<file path="src/rtl/reg_operand_fetch.sv">
// Operand-fetch sequencer that serialises writeback and two-source reads onto a single-port register file.
// Optional OPFETCH_R0_ZERO_EN: register 0 reads as zero and ignores writes.
module reg_operand_fetch (
    input  logic        clk,
    input  logic        rst_n,
    input  logic        req_valid,
    output logic        req_ready,
    input  logic [4:0]  rs1,
    input  logic [4:0]  rs2,
    output logic        op_valid,
    input  logic        op_ready,
    output logic [31:0] op_a,
    output logic [31:0] op_b,
    input  logic        wb_valid,
    output logic        wb_ready,
    input  logic [4:0]  wb_addr,
    input  logic [31:0] wb_data,
    output logic        rf_write,
    output logic [4:0]  rf_addr,
    output logic [31:0] rf_wdata,
    input  logic [31:0] rf_rdata
);

`ifdef OPFETCH_R0_ZERO_EN
    localparam bit R0_ZERO = 1'b1;
`else
    localparam bit R0_ZERO = 1'b0;
`endif

    typedef enum logic [2:0] {
        IDLE,
        RD1,
        RD2,
        CAP,
        HOLD
    } state_t;

    state_t     state;
    state_t     state_nxt;
    logic [4:0] rs1_q;
    logic [4:0] rs2_q;
    logic       wr_en;
    logic       zero_a;
    logic       zero_b;

    assign zero_a = R0_ZERO && (rs1_q == 5'd0);
    assign zero_b = R0_ZERO && (rs2_q == 5'd0);

    always_comb begin
        state_nxt = state;
        req_ready = 1'b0;
        wb_ready  = 1'b0;
        rf_write  = 1'b0;
        rf_addr   = 5'd0;
        rf_wdata  = 32'd0;
        wr_en     = 1'b0;
        case (state)
            IDLE: begin
                wb_ready  = rst_n;
                req_ready = rst_n && !wb_valid;
                if (req_valid && req_ready)
                    state_nxt = RD1;
            end
            RD1: begin
                rf_addr   = rs1_q;
                state_nxt = RD2;
            end
            RD2: begin
                rf_addr   = rs2_q;
                state_nxt = CAP;
            end
            CAP: begin
                state_nxt = HOLD;
            end
            HOLD: begin
                wb_ready = rst_n;
                if (op_ready)
                    state_nxt = IDLE;
            end
            default: begin
                state_nxt = IDLE;
            end
        endcase
        // A write to r0 is still handshaken when r0 is hardwired, just never issued
        wr_en = wb_valid && wb_ready && !(R0_ZERO && (wb_addr == 5'd0));
        if (wr_en) begin
            rf_write = 1'b1;
            rf_addr  = wb_addr;
            rf_wdata = wb_data;
        end
    end

    always_ff @(posedge clk or negedge rst_n) begin
        if (!rst_n) begin
            state    <= IDLE;
            rs1_q    <= 5'd0;
            rs2_q    <= 5'd0;
            op_valid <= 1'b0;
            op_a     <= 32'd0;
            op_b     <= 32'd0;
        end else begin
            state <= state_nxt;
            case (state)
                IDLE: begin
                    if (req_valid && req_ready) begin
                        rs1_q <= rs1;
                        rs2_q <= rs2;
                    end
                end
                RD2: begin
                    op_a <= zero_a ? 32'd0 : rf_rdata;
                end
                CAP: begin
                    op_b     <= zero_b ? 32'd0 : rf_rdata;
                    op_valid <= 1'b1;
                end
                HOLD: begin
                    if (op_ready)
                        op_valid <= 1'b0;
                end
                default: begin
                end
            endcase
        end
    end

endmodule

</file>
<file path="config.mk">
export PLATFORM = sky130hd
export DESIGN_NAME = reg_operand_fetch
export DESIGN_NICKNAME = d
export VERILOG_FILES = /design/src/rtl/reg_operand_fetch.sv
export SDC_FILE = /design/constraint.sdc
export NUM_CORES = 1
export LEC_CHECK = 0
export ABC_AREA = 1
export CAP_MARGIN = 0
export CORE_ASPECT_RATIO = 0.8
export CORE_UTILIZATION = 39
export CTS_CLUSTER_DIAMETER = 50
export DETAILED_ROUTE_END_ITERATION = 16
export GPL_TIMING_DRIVEN = 1
export PLACE_DENSITY_LB_ADDON = 0.05
export SLEW_MARGIN = 10
export SYNTH_ARGS = -nofsm -noshare
export SYNTH_HDL_FRONTEND = slang
export SYNTH_SLANG_ARGS = --single-unit
</file>
<file path="constraint.sdc">
create_clock -name clk -period 2.3 [get_ports clk]
set_clock_uncertainty 0.2 [all_clocks]
set_input_delay 0.575 -clock clk [delete_from_list [all_inputs] [get_ports clk]]
set_output_delay 0.575 -clock clk [all_outputs]
set_load 0.02 [all_outputs]
</file>
==> impl_metrics.prom <==
# TYPE chip_impl_metric gauge
chip_impl_metric{name="final_layout_size_suffix_gt1_frac",unit=""} 0.265
chip_impl_metric{name="avgViaCountPerCell",unit=""} 4.67
chip_impl_metric{name="die_width",unit="um"} 109
chip_impl_metric{name="instance_count_of_the_mapped_netlist",unit=""} 404
chip_impl_metric{name="report.final.slew_viol_count",unit=""} 0
chip_impl_metric{name="crit_arrival",unit="ns"} 1.59
chip_impl_metric{name="design_power_total",unit="mW"} 8.42
chip_impl_metric{name="via_count_of_the_first_global_routing_pass",unit=""} 3266
chip_impl_metric{name="setup_tns",unit="ns"} -0.417
chip_impl_metric{name="max_clock_freq",unit="GHz"} 0.423
chip_impl_metric{name="relSlewSlack",unit=""} 0.419
chip_impl_metric{name="gpl.final_weighted_congestion",unit=""} 0.796
chip_impl_metric{name="numPortBuffers",unit=""} 188
chip_impl_info{name="worstHoldPathType",value="reg -> reg"} 1
chip_impl_info{name="cts_tree",value="yes"} 1
chip_impl_metric{name="n_antenna_cell",unit=""} 0
chip_impl_metric{name="numClockSinks",unit=""} 78
chip_impl_metric{name="cp.required",unit="ns"} 1.52
chip_impl_metric{name="grt_antenna_before_repair",unit=""} 0
chip_impl_metric{name="global_route.usage.total",unit=""} 0.217
chip_impl_metric{name="grt_remaining_overflow",unit=""} 0
chip_impl_metric{name="vias",unit=""} 3413
chip_impl_metric{name="postSynthRegisterBits",unit=""} 78
chip_impl_metric{name="synth_nets",unit=""} 488
chip_impl_metric{name="cts.reportedPaths.clkPinSlew",unit="ns"} 0.06
chip_impl_metric{name="critPathMaxFanout",unit=""} 8
chip_impl_metric{name="p_per_area",unit="nW/um^2"} 1340
chip_impl_metric{name="power.leakage",unit="nW"} 3.08
chip_impl_metric{name="max-clock-path-buffers",unit=""} 2
chip_impl_metric{name="timing_hold_violations_final",unit=""} 0
chip_impl_metric{name="timing.final.ws_setup",unit="ns"} -0.0656
chip_impl_info{name="failed_checks",value="negative setup slack"} 1
chip_impl_info{name="criticalPathCategory",value="reg -> out"} 1
chip_impl_info{name="start_kind",value="register"} 1
chip_impl_metric{name="setup_viol",unit=""} 15
chip_impl_metric{name="floorplan.io_pins",unit=""} 189
chip_impl_metric{name="timing_worst_slew_pin_value",unit="ns"} 0.872
chip_impl_metric{name="fin_worst_hold_slack",unit="ns"} 0.279
chip_impl_metric{name="layout_min_cycle_time",unit="ns"} 2.37
chip_impl_metric{name="power.ir.vdd_worst",unit="mV"} 0.856
chip_impl_metric{name="drt_pre_antenna_iters",unit=""} 5
chip_impl_metric{name="post_synth_num_cell_types",unit=""} 21
chip_impl_metric{name="final_nets",unit=""} 698
chip_impl_info{name="clockRootBuffer",value="clkbuf_16"} 1
chip_impl_metric{name="insertion_delay",unit="ns"} 0.33
chip_impl_metric{name="ys_seq_area_frac",unit=""} 0.551
chip_impl_metric{name="core_util_final",unit=""} 0.729
chip_impl_metric{name="final.period_utilization",unit=""} 1.03
chip_impl_metric{name="initial_utilization",unit=""} 0.410
chip_impl_metric{name="row_count",unit=""} 30
chip_impl_info{name="unrepaired_setup_endpoints_after_global_routing",value="true"} 1
chip_impl_metric{name="drt_iter0_drc",unit=""} 90
chip_impl_metric{name="postSynthAreaPerCell",unit="um^2"} 8.77
chip_impl_metric{name="cts_buffers",unit=""} 9
chip_impl_metric{name="post-route-drc-count",unit=""} 0
chip_impl_metric{name="design.core.area",unit="um^2"} 8630
chip_impl_metric{name="total_number_of_yosys_warnings",unit=""} 0
chip_impl_metric{name="syn_area",unit="um^2"} 3540
chip_impl_metric{name="die_area",unit="um^2"} 9470
chip_impl_metric{name="post-place-ws",unit="ns"} -0.556
chip_impl_metric{name="grt_start_max_net_pins",unit=""} 71
chip_impl_info{name="crit_end_category",value="primary output"} 1
chip_impl_metric{name="maxCapViolations",unit=""} 0
chip_impl_metric{name="detail_route.wl_per_cell",unit="um"} 14.3
chip_impl_metric{name="detail-route-antenna-nets",unit=""} 0
chip_impl_info{name="status",value="complete, but fails checks"} 1
chip_impl_metric{name="htree_levels",unit=""} 3
chip_impl_metric{name="die_y",unit="um"} 87.2
chip_impl_metric{name="detail_route.wirelength",unit="um"} 10500
chip_impl_metric{name="grt_first_pass_wirelength",unit="um"} 15900
chip_impl_metric{name="area_growth",unit="%"} 77.7
chip_impl_metric{name="dp.final_hpwl",unit="um"} 6850
-- cells in the mapped netlist --
library cell,instances,area share
o21ai_2,27,0.067
nand2_1,100,0.11
o21ai_1,25,0.035
o21ai_0,13,0.018
nor2_1,35,0.037
buf_6,14,0.045
inv_2,1,0.0011
or2_1,1,0.0018
buf_1,1,0.0011
nor3_2,1,0.0028
nand4_1,5,0.0088
buf_4,2,0.0042
buf_2,2,0.0028
clkbuf_1,2,0.0021
nor3_1,1,0.0014
inv_1,71,0.075
nor2_2,3,0.0053
nand4_2,1,0.0035
nand3_1,18,0.025
dfrtp_1,78,0.55
nand2_2,3,0.0053
-- worst max-delay path, stage by stage (launching register included) --
cell	delay, ns
dfrtp_2	0.43
nor3_4	0.21
nand2_4	0.14
buf_12	0.17
buf_8	0.12
nor2_4	0.07
buf_6	0.12
-- where the power goes --
| group | internal [mW] | total [mW] | switching (mW) | leakage, nW |
|---|---|---|---|---|
| clock network | 0.958 | 1.52 | 0.560 | 0.153 |
| logic | 2.08 | 4.46 | 2.39 | 1.97 |
| registers | 2.06 | 2.44 | 0.378 | 0.956 |
-- per-layer routing --
layer | vias to the layer above | global-route usage | part of all wire
li1 | 1662 | - | -
met1 | 1614 | 0.264 | 0.41
met2 | 126 | 0.369 | 0.50
met3 | 11 | 0.0696 | 0.073
met4 | 0 | 0.0590 | 0.012
met5 | - | 0 | 0
-- state kept, by name, indices dropped and copies added, names as in the netlist --
| register | cells |
|---|---|
| state | 3 |
| rs1_q | 5 |
| op_a | 32 |
| rs2_q | 5 |
| op_valid | 1 |
| op_b | 32 |
-- per-stage QoR --
| step | std cells | area, um^2 |
|---|---|---|
| 6_report | 731 | 6300 |
| 5_1_grt | 731 | 6300 |
| 4_1_cts | 730 | 6040 |
| 3_5_place_dp | 703 | 5540 |
| 3_3_place_gp | 703 | 5540 |
| 2_1_floorplan | 404 | 3550 |
-- cell type report --
| cell class | count | area [um^2] |
|---|---|---|
| fillers | 656 | 2340 |
| repair buffers | 220 | 2220 |
| flip-flops and latches | 78 | 1950 |
| multi-input cells | 233 | 1380 |
| inverters | 72 | 270 |
| clock buffers | 10 | 229 |
| well taps | 112 | 140 |
| clock inverters | 6 | 93.8 |
-- path summary, 6_finish.rpt --
path / start / to / slack [ns] / depth (start not counted)
min in group asynchronous: rst_n / op_b[9]$_DFFE_PN0P_ / 0.44 / 3
max in group asynchronous: rst_n / state[1]$_DFFE_PN0P_ / 0.84 / 3
hold / removal: op_a[0]$_DFFE_PN0N_ / op_a[0]$_DFFE_PN0N_ / 0.28 / 2
hold reg to reg: op_a[0]$_DFFE_PN0N_ / op_a[0]$_DFFE_PN0N_ / 0.28 / 2
setup reg to reg: state[1]$_DFFE_PN0P_ / op_a[9]$_DFFE_PN0N_ / 0.38 / 5
setup / recovery: state[0]$_DFFE_PN0P_ / rf_wdata[18] / -0.07 / 6
-- cells in the final DEF (no fill, tap or decap), types with 2 or more instances in the layout --
master           synthesis  routed
nand4_1                  5       5
buf_4                    2      28
nand2_2                  3       4
o21ai_0                 13      13
bufinv_16                0       2
buf_16                   0       2
clkinv_4                 0       2
clkbuf_16                0       9
nor2_2                   3       4
o21ai_1                 25      25
o21ai_2                 27      27
nand2_1                100      98
dfrtp_1                 78      76
inv_2                    1       4
inv_1                   71      68
buf_6                   14      39
dfrtp_2                  0       2
clkdlybuf4s50_1          0     146
nor3_4                   0       2
nand3_2                  0       5
nor2_1                  35       7
nand3_1                 18      13
nor2_4                   0      27
-- cell families after synthesis --
| kind of cell | Yosys count | share of synthesized area |
|---|---|---|
| flops | 78 | 0.551 |
| compound gates | 65 | 0.120 |
| simple gates | 168 | 0.197 |
| buf+inv | 93 | 0.131 |
-- timing repair --
| item | in CTS | in global routing |
|---|---|---|
| resized for setup | 236 | 77 |
| hold endpoints to repair | 8 | 0 |
| setup endpoints to repair | 40 | 40 |
| gates cloned | 3 | 0 |
| hold buffers | 1 | 0 |
| buffers inserted | 7 | 2 |
| pin swaps | 2 | 6 |
No activity file was read; power rests on OpenSTA's default activity.
